===== config.mk =====
export PLATFORM = sky130hd
export DESIGN_NAME = alu_arbiter
export DESIGN_NICKNAME = d
export VERILOG_FILES = /design/src/rtl/alu_arbiter.sv
export SDC_FILE = /design/constraint.sdc
export NUM_CORES = 1
export LEC_CHECK = 0
export ABC_AREA = 1
export BUFFER_PORTS_ARGS = -buffer_cell sky130_fd_sc_hd__clkbuf_2
export CAP_MARGIN = 25
export CORE_MARGIN = 10
export CORE_UTILIZATION = 45
export DETAILED_ROUTE_END_ITERATION = 7
export PLACE_DENSITY = 0.81
export SLEW_MARGIN = 15
export SYNTH_ARGS = -nofsm -noshare
export SYNTH_HDL_FRONTEND = slang
export SYNTH_SLANG_ARGS = --single-unit

===== constraint.sdc =====
create_clock -name clk -period 1.4 [get_ports clk]
set_input_delay 0.07 -clock clk [delete_from_list [all_inputs] [get_ports clk]]
set_output_delay 0.07 -clock clk [all_outputs]
set_load 0.01 [all_outputs]

===== src/rtl/alu_arbiter.sv =====
// Round-robin two-requester front end for a shared single-cycle ALU; holds each response until accepted.
// Optional macro ALU_ARB_BYPASS_EN: start the next grant from RESP when the response is taken.
module alu_arbiter #(
  parameter int DATA_W = 32,
  parameter int OP_W   = 5,
  parameter int MAX_OP = 5
) (
  input  logic              clk,
  input  logic              rst,
  input  logic              req0_valid,
  output logic              req0_ready,
  input  logic [DATA_W-1:0] req0_a,
  input  logic [DATA_W-1:0] req0_b,
  input  logic [OP_W-1:0]   req0_op,
  input  logic              req0_beq,
  input  logic              req1_valid,
  output logic              req1_ready,
  input  logic [DATA_W-1:0] req1_a,
  input  logic [DATA_W-1:0] req1_b,
  input  logic [OP_W-1:0]   req1_op,
  input  logic              req1_beq,
  output logic [DATA_W-1:0] alu_ip1,
  output logic [DATA_W-1:0] alu_ip2,
  output logic [OP_W-1:0]   alu_op_ctrl,
  output logic              alu_control,
  output logic              beq_inst,
  input  logic [DATA_W-1:0] alu_out,
  input  logic              beq_and_in1,
  output logic              rsp_valid,
  input  logic              rsp_ready,
  output logic              rsp_id,
  output logic [DATA_W-1:0] rsp_data,
  output logic              rsp_taken,
  output logic              rsp_err
);

  localparam logic [1:0] IDLE = 2'd0;
  localparam logic [1:0] EXEC = 2'd1;
  localparam logic [1:0] RESP = 2'd2;

  logic [1:0]        state_q, state_d;
  logic              last_grant_q, last_grant_d;
  logic [DATA_W-1:0] ip1_q, ip1_d, ip2_q, ip2_d;
  logic [OP_W-1:0]   op_q, op_d;
  logic              beq_q, beq_d;
  logic              rsp_id_q, rsp_id_d;
  logic [DATA_W-1:0] rsp_data_q, rsp_data_d;
  logic              rsp_taken_q, rsp_taken_d;
  logic              rsp_err_q, rsp_err_d;

  logic arb_en, grant0, grant1, hs, op_legal;

  always_comb begin
    arb_en = (state_q == IDLE);
`ifdef ALU_ARB_BYPASS_EN
    arb_en = arb_en || ((state_q == RESP) && rsp_ready);
`endif
    arb_en = arb_en && !rst;
  end

  // On a tie the requester that was not granted last wins.
  assign grant0     = req0_valid && (!req1_valid || last_grant_q);
  assign grant1     = req1_valid && (!req0_valid || !last_grant_q);
  assign req0_ready = arb_en && grant0;
  assign req1_ready = arb_en && grant1;
  assign hs         = req0_ready || req1_ready;

  assign op_legal    = (op_q <= OP_W'(MAX_OP));
  assign alu_control = (state_q == EXEC) && op_legal;
  assign beq_inst    = alu_control && beq_q;
  assign rsp_valid   = (state_q == RESP);

  assign alu_ip1     = ip1_q;
  assign alu_ip2     = ip2_q;
  assign alu_op_ctrl = op_q;
  assign rsp_id      = rsp_id_q;
  assign rsp_data    = rsp_data_q;
  assign rsp_taken   = rsp_taken_q;
  assign rsp_err     = rsp_err_q;

  always_comb begin
    state_d      = state_q;
    last_grant_d = last_grant_q;
    ip1_d        = ip1_q;
    ip2_d        = ip2_q;
    op_d         = op_q;
    beq_d        = beq_q;
    rsp_id_d     = rsp_id_q;
    rsp_data_d   = rsp_data_q;
    rsp_taken_d  = rsp_taken_q;
    rsp_err_d    = rsp_err_q;
    case (state_q)
      IDLE: state_d = IDLE;
      EXEC: begin
        rsp_data_d  = op_legal ? alu_out : '0;
        rsp_taken_d = op_legal ? beq_and_in1 : 1'b0;
        rsp_err_d   = !op_legal;
        state_d     = RESP;
      end
      RESP: if (rsp_ready) state_d = IDLE;
      default: state_d = IDLE;
    endcase
    // A handshake (from IDLE, or from RESP in the bypass build) launches the next op.
    if (hs) begin
      ip1_d        = grant1 ? req1_a : req0_a;
      ip2_d        = grant1 ? req1_b : req0_b;
      op_d         = grant1 ? req1_op : req0_op;
      beq_d        = grant1 ? req1_beq : req0_beq;
      last_grant_d = grant1;
      rsp_id_d     = grant1;
      state_d      = EXEC;
    end
  end

  always_ff @(posedge clk) begin
    if (rst) begin
      state_q      <= IDLE;
      last_grant_q <= 1'b1;
      ip1_q        <= '0;
      ip2_q        <= '0;
      op_q         <= '0;
      beq_q        <= 1'b0;
      rsp_id_q     <= 1'b0;
      rsp_data_q   <= '0;
      rsp_taken_q  <= 1'b0;
      rsp_err_q    <= 1'b0;
    end else begin
      state_q      <= state_d;
      last_grant_q <= last_grant_d;
      ip1_q        <= ip1_d;
      ip2_q        <= ip2_d;
      op_q         <= op_d;
      beq_q        <= beq_d;
      rsp_id_q     <= rsp_id_d;
      rsp_data_q   <= rsp_data_d;
      rsp_taken_q  <= rsp_taken_d;
      rsp_err_q    <= rsp_err_d;
    end
  end

endmodule

-- Yosys cells after proc, flatten, opt, wreduce, memory -nomap -nowiden
Index checks and enable logic that the tools add are counted.
- bitwise logic cells: 0
- divide/modulo/power cells: 0
- multiply operators: 0
- $lt $le $gt $ge: 1
- equal/unequal tests: 4
- add/sub/neg operators: 0
- shift-type cells: 0
- reduce and logical (&&, ||, !) cells: 17
- multiplexer cells: 9
- operators with widths (operator ; count):
    $mux 32 ; 3
    $logic_and 1x1->1 ; 7
    $le 5x3->1 const B ; 1
    $logic_not 1->1 ; 5
    $mux 5 ; 1
    $pmux 2 s2 ; 1
    $logic_or 1x1->1 ; 3
    $mux 1 ; 3
    $ne 3x1->1 const B ; 1
    $eq 2x1->1 const B ; 1
    $eq 2x2->1 const B ; 1
    $logic_not 2->1 ; 1
    $mux 2 ; 1
    $ne 2x1->1 const B ; 1
    $reduce_or 2->1 ; 1
- memories kept: 0
- output and inout bits: 109
- bits in read-only memories: 0
- bits in writable memories: 0
- latch bits: 0
- input port bits: 178
- register bits after elaboration: 108
- word-level logic and storage cells: 42

-- Longest topological paths before layout
Gate-level depths: netlist of run 1.
- depth after elaboration: 6
- depth in mapped cells: 9
- gate-level depth less buffers: 8

-- Worst setup path after synthesis of run 1
Ideal clock, no wire load.
- path kind: reg-to-reg
- start: register state_q[0]
- end: register ip2_q[13], in the netlist alu_ip2[13]
- path slack: 0.226 ns
- cell stages (with the launch flop): 8
- arrival: 1.061 ns
- library setup time: 0.113 ns
- period minus slack after synthesis: 1.174 ns
- path buffers: 1
- data required time: 1.287 ns
- cell sequence: dfxtp_1 > inv_1 > nand3_4 > nor2_4 > nor2_8 > buf_6 > nor2_1 > nor2_1
- word-level cells in the longest chain between the ends: 4
- elaborated cells on any way between the ends: 5
- classes of those cells: reduce/logical: 5
- ends and longest elaborated chain (element ; line ; RTL):
    start: declaration ; 41 ; logic [1:0] state_q, state_d;
    start signal: assignment ; 128 ; state_q <= state_d;
    $logic_not 2->1 ; 54 ; arb_en = (state_q == IDLE);
    $logic_and 1x1->1 ; 58 ; arb_en = arb_en && !rst;
    $logic_and 1x1->1 ; 64 ; assign req0_ready = arb_en && grant0;
    via req0_ready ; 11 ; output logic req0_ready,
    $logic_or 1x1->1 ; 66 ; assign hs = req0_ready || req1_ready;
    end signal: assignment ; 131 ; ip2_q <= ip2_d;
    end: declaration ; 43 ; logic [DATA_W-1:0] ip1_q, ip1_d, ip2_q, ip2_d;
The timed path passes the listed nets, and every way through them passes these cells.
A chain may end at the register's enable or synchronous reset.

-- Worst setup path after layout of run 1
- start: register state_q[1]
- end: register ip1_q[18], in the netlist alu_ip1[18]
- word-level cells in the longest chain between the ends: 4
- elaborated cells on any way between the ends: 5
- classes of those cells: reduce/logical: 5
- ends and longest elaborated chain (element ; line ; RTL):
    $logic_not 2->1 * ; 54 ;
    $logic_and 1x1->1 * ; 58 ;
    $logic_and 1x1->1, on equally long branches ; 64, 65 ;
    $logic_or 1x1->1 * ; 66 ;
    end signal: assignment ; 130 ; ip1_q <= ip1_d;
    end: declaration ; 43 ;
Every way passes the cells marked *; elsewhere a longest branch is shown, timed or not.

==> out/results.tsv, run 1 <==
metric	value	unit
status	finished clean	
syn_nets	1030	
drt-vias-per-instance	4.76	
cts_sinks	108	
clkLatencyLatePin	0.34	ns
finalCriticalPeriod	1.38	ns
crit_path_start_kind	flop	
antenna_found_initial	0	
tightest_slew	0.393	ns
powerDensity	1100	nW/um^2
setup-violations-final	0	
crit_start	state_q[1]$_SDFFE_PP0P_	
worst_r2r_path_depth	9	
start_util	0.459	
crit_arrival	1.61	ns
ios	287	
endpoint_kind	flop	
synth-xor-area-share	0	
skew	0.00632	ns
cap_violations	0	
core	11400	sq um
endpoint	alu_ip1[18]$_SDFFE_PP0P_	
die_area	16400	sq um
rsz0062_at_grt	yes	
grt_max_degree	73	
synth-simple-area-share	0.442	
vdd_drop_max	0.000836	V
power_switching	0.00286	W
hold_depth	5	
finalHoldViolations	0	
hold_class	in -> reg	
root_buffer	clkbuf_16	
vias	6236	
r2r_start	state_q[1]$_SDFFE_PP0P_	
postPlaceCellArea	6890	sq um
synth_top_family_by_area	simple AND/OR/NAND/NOR gates	
pwr-share-clk	0.283	
nets	1339	
drt-initial-drc-count	403	
synth_area_per_cell	6.15	sq um
switching_share	0.331	
wl	19300	um
areaGrowthSynthToFinish	49.8	%
crit_fanout	6	
cts_buffer_depth	2	
grt_first_pass_wirelength	29100	um
drive_above_1_share	0.349	
p_int	0.00578	W
crit_type	reg -> reg	
r2r_setup_slack	0.02	ns
max_stage_delay	0.33	ns
rows	39	
cp_slowest_cell	dfxtp_2	
ys.warnings.count	0	
die_y	128	um
htree_num_levels	3	
synthAdderAreaFrac	0	
grt_pass1_vias	6023	
firstDrtPassIters	5	
muxShareOfSynthArea	0	
io_buffers	286	
worstPathRequired	1.63	ns
wl_per_cell	14.7	um
power.share.sequential	0.414	
yosysSeqAreaShare	0.412	
drc	0	
syn_area	5240	sq um
relSlewSlack	0.738	
fin_crit_sh	0.985	
synth-compound-area-share	0.0358	
gp_congestion	0.809	
overflow	0	
antenna_left	0	
dp_hpwl	13500	um
cts_inserted_buffers	9	
drv_slew	0	
synthCells	852	
track_usage	0.213	
crit_chain	inv_4, nand3_4, nor2_4, buf_6, nor2_8, buf_4, clkbuf_16, nor2_2, nor2_1	
r2r-end	alu_ip1[18]$_SDFFE_PP0P_	
post-route-cell-area	7850	sq um
clk_pin_slew	0.08	ns
synth-seq-cells	108	
fin_util	0.688	
yosysUniqueCellTypes	20	
p_comb_frac	0.303	
die_x	128	um
p_leak	4.39	nW
cts_tree	done	
fmax	725	MHz
## cells in the final DEF (no fill, tap or decap), drive strengths merged
cell	netlist	routed
a21oi	35	35
buf	33	30
clkbuf	19	296
clkinv	0	3
clkinvlp	0	2
dfxtp	108	108
diode	0	1
dlygate4sd3	0	33
inv	78	80
nand2	357	357
nand3	72	72
nor2	146	146
nor3	2	2
o211ai	1	1
o21ai	1	1
## cells in the mapped netlist
library cell    n  area, sq um
nor3_1          2         10.0
dfxtp_1       108         2160
a21oi_1        35          175
buf_4           1         7.51
inv_4           1         6.26
o211ai_1        1         7.51
buf_2          24          120
nor2_4          3         33.8
clkbuf_1       19         71.3
buf_1           1         3.75
nand2_2         3         18.8
nand3_1        71          355
inv_1          75          282
nand2_1       354         1330
nor2_1        142          533
nand3_4         1         17.5
inv_2           2         7.51
nor2_8          1         20.0
buf_6           7         78.8
o21ai_0         1         5.00
## through the flow
stage | total power [W] | instances | setup slack (ns) | hold WS [ns] | TNS [ns]
after floorplan | 0.00496 | 852 | 0.226 | 0.213 | 0
after global placement | 0.00588 | 1249 | 0.106 | 0.302 | 0
after detailed placement | 0.00594 | 1249 | 0.0421 | 0.307 | 0
after CTS | 0.00850 | 1302 | 0.0121 | 0.00773 | 0
after global routing | 0.00916 | 1309 | -0.0476 | 0.0517 | -0.807
final | 0.00864 | 1310 | 0.0210 | 0.0452 | 0
## metal layers
layer,share of wire,track usage,routed length (um)
met3,0.088,0.0765,1700
met1,0.39,0.226,7450
met2,0.50,0.381,9640
met5,0,0,0
met4,0.024,0.0742,469
## power groups by stage
stage | Sequential [W] | Combinational (W) | Clock (W)
floorplan | 0.00377 | 0.00118 | 0
detailed placement | 0.00364 | 0.00230 | 0
CTS | 0.00357 | 0.00244 | 0.00249
global route | 0.00362 | 0.00291 | 0.00263
global placement | 0.00362 | 0.00226 | 0
finish | 0.00358 | 0.00261 | 0.00245
## timing repair
item | 4_1_cts | 5_1_grt
hold buffers | 33 | 0
setup buffers | 3 | 4
gates cloned | 1 | 4
gates resized for setup | 3 | 74
pin swaps | 2 | 8
hold endpoints to repair | 33 | 0
setup endpoints to repair | 3 | 103
## cell type report
| class | count | area, sq um |
|---|---|---|
| multi-input cells | 614 | 2690 |
| fillers | 997 | 3560 |
| clock inverters | 7 | 61.3 |
| flip-flops and latches | 108 | 2170 |
| clock buffers | 9 | 225 |
| diodes | 1 | 2.50 |
| well taps | 143 | 179 |
| repair buffers | 350 | 2230 |
| inverters | 78 | 298 |
## worst min path at each step
stage | from | end | slack [ns]
floorplan | alu_out[0] | rsp_data[0]$_SDFFE_PP0N_ | 0.21
global placement | alu_out[22] | rsp_data[22]$_SDFFE_PP0N_ | 0.30
detailed placement | alu_out[9] | rsp_data[9]$_SDFFE_PP0N_ | 0.31
CTS | rsp_ready | state_q[1]$_SDFFE_PP0P_ | 0.008
global route | req1_a[23] | alu_ip1[23]$_SDFFE_PP0P_ | 0.05
finish | req1_b[6] | alu_ip2[6]$_SDFFE_PP0P_ | 0.05
## logic make-up after synthesis
family          count (synthesis)
simple gates                  577
buf+inv                       130
flops                         108
compound gates                 37
## sequential cells by signal (all words and copies together) (netlist names)
name and count:
rsp_taken 1, alu_op_ctrl 5, rsp_data 32, last_grant_q 1, alu_ip1 32, rsp_err 1, alu_ip2 32, rsp_id 1
state_q 2, beq_q 1
## critical path, delay by kind of cell, from the launching register on
| kind | cells | cell delay (ns) |
|---|---|---|
| buf+inv | 4 | 0.52 |
| flops | 1 | 0.33 |
| simple gates | 5 | 0.42 |
Note: power is estimated with default switching activity, not from simulation.
==> run 2, diff against run 1 <==
- CELL_PAD_IN_SITES_DETAIL_PLACEMENT: unset -> 1
- CELL_PAD_IN_SITES_GLOBAL_PLACEMENT: unset -> 2
- CORE_UTILIZATION: 45 -> 21
- PLACE_DENSITY: 0.81 -> unset
- PLACE_DENSITY_LB_ADDON: unset -> 0.1
==> out/results.tsv, run 2 (same netlist as run 1, synthesis figures left out) <==
metric	value	unit	change
status	finished clean		
start_util	0.214		-0.245
crit_fanout	5		-1
core	24500	sq um	+110%
die_y	178	um	+39%
areaGrowthSynthToFinish	58.2	%	
power.share.sequential	0.397		-0.017
cp_common_cell	nor2_4		
r2r_setup_slack	0.05	ns	+0.03 ns
firstDrtPassIters	4		-1
nets	1354		+1.1%
crit_path_start_kind	flop		
wl	24000	um	+25%
p_leak	4.51	nW	+2.8%
drt-initial-drc-count	200		-50%
grt_max_degree	73		unchanged
rsz0062_at_grt	yes		
drv_slew	0		unchanged
antenna_left	0		unchanged
holdWs	0.0115	ns	-0.0337 ns
power_switching	0.00307	W	+7.0%
dp_cells	1437		+15%
path_buf_inv	4		unchanged
cts_tree	done		
fin_util	0.339		-0.349
clkLatencyLatePin	0.36	ns	+0.02 ns
finalCriticalPeriod	1.35	ns	-0.0323 ns
post-route-cell-area	8300	sq um	+5.6%
final_cell_mix	349 x nand2_1, 282 x clkbuf_2, 105 x dfxtp_1, 102 x nor2_1, 71 x inv_1		
fillerInstances	3197		+220%
die_x	178	um	+39%
fin_crit_sh	0.962		-0.0231
endpoint_kind	flop		
powerDensity	1080	nW/um^2	-1.6%
hold_class	in -> reg		
clk_pin_slew	0.08	ns	about the same
max_stage_delay	0.33	ns	about the same
worstPathRequired	1.65	ns	+0.02 ns
r2r_start	state_q[0]$_SDFFE_PP0P_		
cp_slowest_cell	dfxtp_2		
io_buffers	286		unchanged
r2r-end	alu_op_ctrl[2]$_SDFFE_PP0P_		
crit_cells	9		unchanged
crit_type	reg -> reg		
overflow	0		unchanged
htree_num_levels	3		unchanged
pwr-share-clk	0.290		+0.007
tightest_slew	0.393	ns	+0.000179 ns
dp_hpwl	17200	um	+28%
finalNonFillerCells	1508		+15%
skew	0.0106	ns	+0.00428 ns
p_comb_frac	0.313		+0.010
die_area	31700	sq um	+94%
fmax	743	MHz	+2.4%
switching_share	0.341		+0.00975
drc	0		unchanged
critPathTopFamily	buffers and inverters		
drive_above_1_share	0.349		about the same
antenna_found_initial	3		+3
crit_arrival	1.60	ns	about the same
vias	6158		-1.3%
vdd_drop_max	0.000642	V	-23%
ios	287		unchanged
wl_per_cell	15.9	um	+8.3%
p_int	0.00592	W	+2.5%
root_buffer	clkbuf_16		
cts_buffer_depth	2		unchanged
setup-violations-final	0		unchanged
worst_r2r_path_depth	9		unchanged
rows	57		+46%
endpoint	alu_op_ctrl[2]$_SDFFE_PP0P_		
grt_pass1_vias	6320		+4.9%
drt-vias-per-instance	4.08		-14%
cts_inserted_buffers	9		unchanged
crit_chain	inv_2, nand3_4, nor2_4, buf_6, nor2_8, buf_12, clkbuf_16, nor2_4, nor2_1		
layout_commonest_cell	nand2_1		
track_usage	0.142		-0.0716
gp_congestion	0.742		-8.3%
grt_first_pass_wirelength	35500	um	+22%
cap_violations	0		unchanged
cts_sinks	108		unchanged
finalHoldViolations	0		unchanged
setup_tns	0	ns	unchanged
relSlewSlack	0.738		about the same
postPlaceCellArea	7180	sq um	+4.2%
crit_start	state_q[0]$_SDFFE_PP0P_		
-- run 2: cell count changes in the layout (fill, tap and decap cells not counted), sizes merged --
cell / previous run / this run
buf: 30 / 43
clkbuf: 296 / 297
clkinv: 3 / 1
diode: 1 / 3
dlygate4sd3: 33 / 34
inv: 80 / 82
-- run 2: worst min-delay path: stages --
cell,delay (ns)
clkbuf_2,0.07
nand2_1,0.04
nand2_1,0.05
nor2_1,0.04
nor2_1,0.06
-- run 2: what timing repair did --
item                       in CTS  in global routing
setup endpoints to repair       4                 73
pin swaps                       3                 25
gates resized for setup        15                 61
gates cloned                    0                  6
buffers inserted                2                 12
hold buffers                   34                  0
hold endpoints to repair       34                  0
-- run 2: area by class of cell --
| type | count | area, sq um | area share |
|---|---|---|---|
| Inverter | 78 | 300 | 0.0362 |
| Tap cell | 324 | 405 | 0.0489 |
| Clock inverter | 7 | 66.3 | 0.00799 |
| Multi-Input combinational cell | 614 | 2680 | 0.323 |
| Clock buffer | 9 | 225 | 0.0271 |
| Sequential cell | 108 | 2170 | 0.261 |
| Timing Repair Buffer | 365 | 2450 | 0.295 |
| Antenna cell | 3 | 7.51 | 0.000905 |
-- run 2: power by group through the flow --
stage | Sequential [W] | Clock (W) | Combinational, W
2_1_floorplan | 0.00377 | 0 | 0.00118
3_3_place_gp | 0.00363 | 0 | 0.00246
3_5_place_dp | 0.00364 | 0 | 0.00246
4_1_cts | 0.00357 | 0.00276 | 0.00258
5_1_grt | 0.00362 | 0.00287 | 0.00317
6_report | 0.00357 | 0.00261 | 0.00281
-- run 2: worst min-delay path by stage --
stage,depth (start not counted),start,endpoint
after CTS,5,req1_b[16],alu_ip2[16]$_SDFFE_PP0P_
final,5,req1_a[19],alu_ip1[19]$_SDFFE_PP0P_
after detailed placement,3,alu_out[28],rsp_data[28]$_SDFFE_PP0N_
after global routing,5,req0_a[31],alu_ip1[31]$_SDFFE_PP0P_
after global placement,3,alu_out[10],rsp_data[10]$_SDFFE_PP0N_
after floorplan,2,alu_out[0],rsp_data[0]$_SDFFE_PP0N_
-- run 2: routing by layer --
metal  track usage  part of all wire  vias up
met1         0.167              0.42     2774
met2         0.239              0.49      156
met5             0           0.00054        -
met3        0.0520             0.077       15
li1              -                 -     3211
met4        0.0330             0.013        2
-- run 2: through the flow --
| step | power [W] | setup WS [ns] |
|---|---|---|
| after floorplan | 0.00496 | 0.226 |
| after global placement | 0.00609 | 0.0632 |
| after detailed placement | 0.00610 | 0.0509 |
| after CTS | 0.00891 | 0.0000403 |
| after global routing | 0.00967 | -0.0280 |
| final | 0.00899 | 0.0534 |
